File: config.mk
export PLATFORM = sky130hd
export DESIGN_NAME = r3_bfly_pipe
export DESIGN_NICKNAME = d
export VERILOG_FILES = /design/src/rtl/r3_pkg.sv /design/src/rtl/r3_sat.sv /design/src/rtl/r3_bfly_pipe.sv
export SDC_FILE = /design/constraint.sdc
export NUM_CORES = 2
export LEC_CHECK = 0
export ABC_AREA = 1
export CAP_MARGIN = 20
export CORE_ASPECT_RATIO = 1.75
export CORE_MARGIN = 2
export CORE_UTILIZATION = 53
export CTS_BUF_LIST = sky130_fd_sc_hd__clkbuf_8
export DETAILED_ROUTE_END_ITERATION = 10
export GPL_TIMING_DRIVEN = 0
export PLACE_DENSITY = 0.82
export SLEW_MARGIN = 15
export SYNTH_ARGS = -nofsm -noshare
export SYNTH_HDL_FRONTEND = slang
export SYNTH_HIERARCHICAL = 1
export SYNTH_SLANG_ARGS = --single-unit
File: constraint.sdc
create_clock -name clk -period 5.25 [get_ports clk]
set_input_delay 1.05 -clock clk [delete_from_list [all_inputs] [get_ports clk]]
set_output_delay 1.05 -clock clk [all_outputs]
set_load 0.1 [all_outputs]
File: src/rtl/r3_pkg.sv
// rtl/r3_pkg.sv - shared constants and complex sample type for the radix-3 butterfly
package r3_pkg;

  localparam int                 CPLX_W    = 32;
  localparam logic signed [15:0] K_SQRT3_2 = 16'sd28378;
  localparam int                 K_FRAC    = 15;
  localparam int                 ROUND_C   = 1 << (K_FRAC - 1);

  typedef struct packed {
    logic signed [CPLX_W-1:0] re;
    logic signed [CPLX_W-1:0] img;
  } cplx_t;

endpackage

File: src/rtl/r3_sat.sv
// rtl/r3_sat.sv - clamp a DATA_W+3 signed value to DATA_W and flag the clamp
module r3_sat #(
  parameter int DATA_W = 32
) (
  input  logic signed [DATA_W+2:0] val_i,
  output logic signed [DATA_W-1:0] sat_o,
  output logic                     clamp_o
);

  localparam logic signed [DATA_W-1:0] MAX_V = {1'b0, {(DATA_W-1){1'b1}}};
  localparam logic signed [DATA_W-1:0] MIN_V = {1'b1, {(DATA_W-1){1'b0}}};

  // In range only when the top four bits are pure sign extension.
  always_comb begin
    clamp_o = 1'b0;
    sat_o   = val_i[DATA_W-1:0];
    if (val_i[DATA_W+2:DATA_W-1] != {4{val_i[DATA_W+2]}}) begin
      clamp_o = 1'b1;
      sat_o   = val_i[DATA_W+2] ? MIN_V : MAX_V;
    end
  end

endmodule

File: src/rtl/r3_bfly_pipe.sv
// rtl/r3_bfly_pipe.sv - 3-cycle radix-3 DFT butterfly with frame tracking; R3_SCALE_EN scales results by 1/4
module r3_bfly_pipe
  import r3_pkg::*;
#(
  parameter int DATA_W    = 32,
  parameter int FRAME_LEN = 9
) (
  input  logic                     clk,
  input  logic                     rst_n,
  input  logic                     in_valid,
  input  logic signed [DATA_W-1:0] a_re,
  input  logic signed [DATA_W-1:0] a_img,
  input  logic signed [DATA_W-1:0] b_re,
  input  logic signed [DATA_W-1:0] b_img,
  input  logic signed [DATA_W-1:0] c_re,
  input  logic signed [DATA_W-1:0] c_img,
  output logic                     out_valid,
  output logic                     out_last,
  output logic signed [DATA_W-1:0] x0_re,
  output logic signed [DATA_W-1:0] x0_img,
  output logic signed [DATA_W-1:0] x1_re,
  output logic signed [DATA_W-1:0] x1_img,
  output logic signed [DATA_W-1:0] x2_re,
  output logic signed [DATA_W-1:0] x2_img,
  output logic                     sat_flag
);

  localparam int CNT_W = (FRAME_LEN > 1) ? $clog2(FRAME_LEN) : 1;
  localparam int PW    = DATA_W + 17;

  logic [CNT_W-1:0] cnt_q, cnt_d;
  logic             last_in;
  logic             v0_q, l0_q, v1_q, l1_q, v2_q, l2_q;
  logic             out_valid_q, out_last_q, sat_q;

  logic signed [DATA_W-1:0] a_re_q, a_img_q, b_re_q, b_img_q, c_re_q, c_img_q;
  logic signed [DATA_W:0]   s_re_q, s_img_q, d_re_q, d_img_q;
  logic signed [DATA_W:0]   s_re_d, s_img_d, d_re_d, d_img_d;
  logic signed [DATA_W-1:0] a1_re_q, a1_img_q;
  logic signed [DATA_W+1:0] p_re_q, p_img_q, t_re_q, t_img_q, m_re_q, m_img_q;
  logic signed [DATA_W+1:0] p_re_d, p_img_d, t_re_d, t_img_d, m_re_d, m_img_d;
  logic signed [DATA_W+2:0] res [6];
  logic signed [DATA_W-1:0] sat_v [6];
  logic signed [DATA_W-1:0] x_q [6];
  logic [5:0]               clamp;

  function automatic logic signed [DATA_W+2:0] scale(input logic signed [DATA_W+2:0] v);
`ifdef R3_SCALE_EN
    return v >>> 2;
`else
    return v;
`endif
  endfunction

  always_comb begin
    cnt_d   = cnt_q;
    last_in = in_valid && (cnt_q == CNT_W'(FRAME_LEN - 1));
    if (in_valid) cnt_d = last_in ? '0 : cnt_q + CNT_W'(1);
  end

  always_comb begin
    s_re_d  = (DATA_W+1)'(b_re_q)  + (DATA_W+1)'(c_re_q);
    s_img_d = (DATA_W+1)'(b_img_q) + (DATA_W+1)'(c_img_q);
    d_re_d  = (DATA_W+1)'(b_re_q)  - (DATA_W+1)'(c_re_q);
    d_img_d = (DATA_W+1)'(b_img_q) - (DATA_W+1)'(c_img_q);
  end

  // Twiddle term d*sqrt(3)/2 in Q1.15, rounded half-up before the shift.
  always_comb begin
    p_re_d  = (DATA_W+2)'(a1_re_q)  + (DATA_W+2)'(s_re_q);
    p_img_d = (DATA_W+2)'(a1_img_q) + (DATA_W+2)'(s_img_q);
    t_re_d  = (DATA_W+2)'(a1_re_q)  - (DATA_W+2)'(s_re_q >>> 1);
    t_img_d = (DATA_W+2)'(a1_img_q) - (DATA_W+2)'(s_img_q >>> 1);
    m_re_d  = (DATA_W+2)'((PW'(d_re_q)  * PW'(K_SQRT3_2) + PW'(ROUND_C)) >>> K_FRAC);
    m_img_d = (DATA_W+2)'((PW'(d_img_q) * PW'(K_SQRT3_2) + PW'(ROUND_C)) >>> K_FRAC);
  end

  always_comb begin
    res[0] = scale((DATA_W+3)'(p_re_q));
    res[1] = scale((DATA_W+3)'(p_img_q));
    res[2] = scale((DATA_W+3)'(t_re_q)  + (DATA_W+3)'(m_img_q));
    res[3] = scale((DATA_W+3)'(t_img_q) - (DATA_W+3)'(m_re_q));
    res[4] = scale((DATA_W+3)'(t_re_q)  - (DATA_W+3)'(m_img_q));
    res[5] = scale((DATA_W+3)'(t_img_q) + (DATA_W+3)'(m_re_q));
  end

  for (genvar g = 0; g < 6; g++) begin : g_sat
    r3_sat #(.DATA_W(DATA_W)) u_sat (
      .val_i   (res[g]),
      .sat_o   (sat_v[g]),
      .clamp_o (clamp[g])
    );
  end

  always_ff @(posedge clk) begin
    a_re_q   <= a_re;
    a_img_q  <= a_img;
    b_re_q   <= b_re;
    b_img_q  <= b_img;
    c_re_q   <= c_re;
    c_img_q  <= c_img;
    s_re_q   <= s_re_d;
    s_img_q  <= s_img_d;
    d_re_q   <= d_re_d;
    d_img_q  <= d_img_d;
    a1_re_q  <= a_re_q;
    a1_img_q <= a_img_q;
    p_re_q   <= p_re_d;
    p_img_q  <= p_img_d;
    t_re_q   <= t_re_d;
    t_img_q  <= t_img_d;
    m_re_q   <= m_re_d;
    m_img_q  <= m_img_d;
  end

  always_ff @(posedge clk or negedge rst_n) begin
    if (!rst_n) begin
      cnt_q       <= '0;
      v0_q        <= 1'b0;
      l0_q        <= 1'b0;
      v1_q        <= 1'b0;
      l1_q        <= 1'b0;
      v2_q        <= 1'b0;
      l2_q        <= 1'b0;
      out_valid_q <= 1'b0;
      out_last_q  <= 1'b0;
      sat_q       <= 1'b0;
      for (int i = 0; i < 6; i++) x_q[i] <= '0;
    end else begin
      cnt_q       <= cnt_d;
      v0_q        <= in_valid;
      l0_q        <= last_in;
      v1_q        <= v0_q;
      l1_q        <= l0_q;
      v2_q        <= v1_q;
      l2_q        <= l1_q;
      out_valid_q <= v2_q;
      out_last_q  <= v2_q && l2_q;
      if (v2_q) begin
        for (int i = 0; i < 6; i++) x_q[i] <= sat_v[i];
        if (|clamp) sat_q <= 1'b1;
      end
    end
  end

  assign out_valid = out_valid_q;
  assign out_last  = out_last_q;
  assign sat_flag  = sat_q;
  assign x0_re     = x_q[0];
  assign x0_img    = x_q[1];
  assign x1_re     = x_q[2];
  assign x1_img    = x_q[3];
  assign x2_re     = x_q[4];
  assign x2_img    = x_q[5];

endmodule

== Word level (Yosys, flattened, before mapping) ==
Cells that the tools add are included.

* Muxes and demuxes: 19
* Equality and inequality tests: 7
* $mul: 2
* Add/subtract/negate cells: 15
* Reductions and logical operators: 4

{| class="wikitable"
|+ Operator list
! kind !! count
|-
| $mux W32 || 12
|-
| $sub A32 B32 Y33 || 4
|-
| $add A49 B16 Y49 const B || 2
|-
| $mul A33 B15 Y48 const B || 2
|-
| $add A33 B34 Y35 || 2
|-
| $sub A33 B34 Y35 || 2
|-
| $add A32 B33 Y34 || 2
|-
| $add A32 B32 Y33 || 2
|-
| $ne A3 B3 Y1 || 4
|-
| $mux W1 || 6
|-
| $reduce_or A6 Y1 || 1
|-
| $add A4 B1 Y4 const B || 1
|-
| $eq A4 B4 Y1 const B || 1
|-
| $mux W4 || 1
|-
| $ne A2 B2 Y1 || 2
|-
| $logic_and A1 B1 Y1 || 2
|-
| $reduce_and A2 Y1 || 1
|}

* Input bits: 195
* Output and inout port bits: 195
* Register bits after elaboration: 795
* Word-level logic and storage cells: 81

== Depth between registers and ports, before layout ==
* Word-level depth: 5
* Gate-level depth with buffers: 31
* Gate-level depth less buffers: 31

== Modules after synthesis ==
Netlist, hierarchy kept.

{| class="wikitable"
|+ Modules (own cells, without submodules)
! module !! times used !! cells an instance !! area each (µm²)
|-
| r3_bfly_pipe || 1 || 8263 || 66292.3
|-
| r3_sat || 6 || 87 || 470.5
|}

== Worst setup path before layout ==
OpenSTA, ideal clock, no wires.

* Path type: reg2reg
* Start: reg d_img_q[5]
* End: reg m_img_q[25]
* Stages on the path, launching flop included: 27
* Setup slack: -0.274 ns
* Data arrival time: 5.404 ns
* Buffers on the path: 0
* Path through: dfxtp_1 ha_1 fa_1 inv_1 fa_1 fa_1 inv_1 fa_1 inv_1 fa_1 inv_1 ha_1 nand2_1 nor2_2 nand3_1 nand3_1 nand2_1 nand2_1 ha_1 nand3_1 nor2_4 nand2_2 nor2_4 nand3_2 nor2_4 nand2_1 xor2_1

* Longest elaborated chain between the ends: 2

{| class="wikitable"
|+ RTL lines
! element !! RTL line !! text
|-
| start: declaration || r3_bfly_pipe.sv:37 || <nowiki>logic signed [DATA_W:0] s_re_q, s_img_q, d_re_q, d_img_q;</nowiki>
|-
| start signal: assignment || r3_bfly_pipe.sv:105 || <nowiki>d_img_q <= d_img_d;</nowiki>
|-
| $mul A33 B15 Y48 || r3_bfly_pipe.sv:75 || <nowiki>m_img_d = (DATA_W+2)'((PW'(d_img_q) * PW'(K_SQRT3_2) + PW'(ROUND_C)) >>> K_FRAC);</nowiki>
|-
| $add A49 B16 Y49 || r3_bfly_pipe.sv:75 ||
|-
| net m_img_d[25] || r3_bfly_pipe.sv:41 || <nowiki>logic signed [DATA_W+1:0] p_re_d, p_img_d, t_re_d, t_img_d, m_re_d, m_img_d;</nowiki>
|-
| end signal: assignment || r3_bfly_pipe.sv:113 || <nowiki>m_img_q <= m_img_d;</nowiki>
|-
| end: declaration || r3_bfly_pipe.sv:40 || <nowiki>logic signed [DATA_W+1:0] p_re_q, p_img_q, t_re_q, t_img_q, m_re_q, m_img_q;</nowiki>
|}

The timed path passes the listed nets, and every way through them passes these cells.
A chain may end at the register's enable or synchronous reset.

== Worst setup path in the final report ==
* Start: reg d_img_q[24]
* End: reg m_img_q[32]

Same word-level chain as after synthesis.

==> impl_metrics.env <==
export IMPL_cts_htree_levels=3
export IMPL_drv_slew=0
export IMPL_pre_cts_slack_ns=-1.14
export IMPL_critical_path_required_ns=6.01
export IMPL_regArea_um2=17100
export IMPL_drc_errors=0
export IMPL_worst_pin_slew_ns=1.28
export IMPL_overflow=0
export IMPL_syn_avg_cell_area_um2=7.87
export IMPL_grt_pass1_wl_um=343000
export IMPL_finalCritPeriodShare_pct=116
export IMPL_die_area_um2=133000
export IMPL_setup_violations=61
export IMPL_layout_setup_ws_ns=-0.827
export IMPL_synth_edf_count=0
export IMPL_fin_crit_ns=6.08
export IMPL_violations="negative setup slack"
export IMPL_crit_reg2reg_launch="d_img_q[24]"
export IMPL_drt_total_wl_um=229000
export IMPL_hold_viol_final=0
export IMPL_rsz0062_at_grt="yes"
export IMPL_synth_area_leaders="dfxtp_1, fa_1, ha_1, inv_1, nand2_1"
export IMPL_status="complete, but fails checks"
export IMPL_fin_worst_skew_ns=0.0661
export IMPL_yosys_area_top_type="dfxtp_1"
export IMPL_cts_root_buf="clkbuf_8"
export IMPL_detail_route_antenna_nets=0
export IMPL_syn_nets=10200
export IMPL_cts_made_buffers=115
export IMPL_hold_class="in2async"
export IMPL_startpoint_type="register"
export IMPL_fmax_mhz=165
export IMPL_vias=61000
export IMPL_final_area_um2=85500
export IMPL_yosysMostFrequentCell="inv_1"
export IMPL_whs_ns=0.0683
export IMPL_syn2layout_area_growth_pct=23.7
export IMPL_seq_area_frac_synth_pct=24.5
export IMPL_drive_gt1_share_pct=17.9
export IMPL_cts_tree="yes"
export IMPL_firstDrtPassIters=8
export IMPL_ios=390
export IMPL_utilization_pct=66.0
export IMPL_drt_iter0_markers=3453
export IMPL_grt_max_degree=104
export IMPL_maxSlewHeadroom_pct=14.8
export IMPL_holdBufCountCts=0
export IMPL_antenna_found_initial=32
export IMPL_path_class="reg2reg"
export IMPL_synth_ff_type="dfxtp_1"
export IMPL_multi_input_area_um2=49500
export IMPL_fp_coreArea_um2=130000
export IMPL_max_cap_violations=0
export IMPL_grtUsageTotal_pct=33.2
export IMPL_die_h_um=482
export IMPL_crit_fanout=4
export IMPL_cts_num_sinks=793
export IMPL_nFillCells=10600
export IMPL_path_clk_slew_ns=0.07
export IMPL_worstSkewPairLatency_ns=0.89
export IMPL_clockBufferDepth=3
export IMPL_ys_ff_latch=793
export IMPL_arrival_ns=6.84
export IMPL_synthCells=8785
export IMPL_r2r_end="m_img_q[32]"
export IMPL_synth_distinct_cells=61
export IMPL_r2r_slack_ns=-0.83
export IMPL_via_per_inst=5.40
export IMPL_synth_async_reset_ratio_pct=25.9
export IMPL_portBuffers=389
export IMPL_cp_end_kind="register"
export IMPL_synth_commonest_cells="inv_1, nand2_1, ha_1"
export IMPL_die_w_um=277
export IMPL_start_util_pct=53.3
export IMPL_nNetsFinal=10900
export IMPL_gp_congestion=1.02
export IMPL_reg2regPathDepth=25
export IMPL_dpl_cell_area_um2=75600
export IMPL_synth_top_area_share_pct=17.0
export IMPL_netlist_area_um2=69100
export IMPL_ys_warn_count=6
export IMPL_first_global_vias=63600
export IMPL_rows=175
export IMPL_wl_per_cell_um=20.3
export IMPL_dpl_hpwl_um=188000
## stage by stage
stage / std cells / TNS [ns]
final: 11300 / -27.09
after global routing: 11300 / -34.81
after CTS: 11200 / -15.35
after detailed placement: 10900 / -49.94
after global placement: 10900 / -1164.47
after floorplan: 8785 / 0
## critical path, cell delays in order, from the launching register on
cell and delay, ns:
dfxtp_4 0.40, ha_4 0.32, inv_1 0.07, fa_1 0.70
inv_1 0.14, fa_1 0.60, fa_2 0.47, fa_1 0.51
inv_1 0.06, fa_1 0.52, inv_1 0.07, ha_4 0.30
nand2_1 0.08, inv_2 0.13, buf_4 0.15, nand3_2 0.13
nor2_2 0.16, nand3_2 0.17, nand4_1 0.19, nand2_1 0.15
nor2_2 0.16, nand2_1 0.11, nor2_4 0.13, nand4_1 0.12
nand2_1 0.09, inv_1 0.04
## worst max-delay path by stage
stage                           start          end  slack, ns
after floorplan             d_re_q[6]   m_re_q[25]      0.001
after global placement          rst_n    x0_re[12]      -5.58
after detailed placement   d_re_q[15]   m_re_q[31]      -1.14
after CTS                 d_img_q[10]  m_img_q[21]      -0.48
after global routing      d_img_q[24]  m_img_q[32]      -0.90
final                     d_img_q[24]  m_img_q[32]      -0.83
## final cells by class
cell class | instances | share of cell area, %
multi-input cells | 5936 | 57.9
flip-flops and latches | 793 | 20.0
inverters | 1865 | 8.21
repair buffers | 602 | 6.77
well taps | 1681 | 2.46
clock buffers | 143 | 2.30
plain buffers | 191 | 1.43
clock inverters | 75 | 0.869
diodes | 8 | 0.0234
## cells by family after synthesis
kind of cell	after synthesis	share of synthesized area, %
buffers and inverters	2056	11.9
AND/OR/NAND/NOR	3034	18.7
adder cells (fa/ha/maj)	1206	27.2
multiplexers	192	3.13
flip-flops	793	24.5
XOR/XNOR	485	6.17
AO/OA/AOI/OAI	1019	8.48
## sequential cells by signal (all words and copies together) (netlist names), 33 cells and up
| name | cells |
|---|---|
| d_re_q | 33 |
| p_re_q | 34 |
| m_re_q | 34 |
| t_img_q | 33 |
| t_re_q | 33 |
| p_img_q | 34 |
| m_img_q | 34 |
| d_img_q | 33 |
## what timing repair did
item,4_1_cts,5_1_grt
endpoints found under the setup margin,65,65
gates resized for setup,863,456
pin swaps,227,280
setup buffers,117,102
## per-layer routing
layer	vias to the layer above	wire length (µm)	track usage (%)
met4	18	18400	22.9
met1	29200	80900	33.9
met5	-	117	0
met2	2079	118000	62.3
li1	28800	-	-
met3	873	11300	4.59
## placed cells by master (no fill, tap or decap), drive strengths merged, types with 22 or more instances in the layout
cell type,netlist,final
nand2,1665,1665
mux2,192,192
clkinv,7,22
nand3b,28,28
xnor2,104,104
a21boi,37,37
dfrtp,205,205
nor3,74,74
xor2,381,381
o21bai,40,40
o21ai,278,278
nand3,411,411
a21o,31,31
a21oi,465,465
dfxtp,588,588
fa,496,496
nand4,82,82
inv,1858,1899
nor2,739,739
o21a,28,28
clkbuf,112,255
buf,79,293
a31oi,73,73
clkdlybuf4s50,0,388
ha,710,710
Power is not shown: default switching activity piles up to over one toggle a cycle in this logic, so the estimate is an artifact.
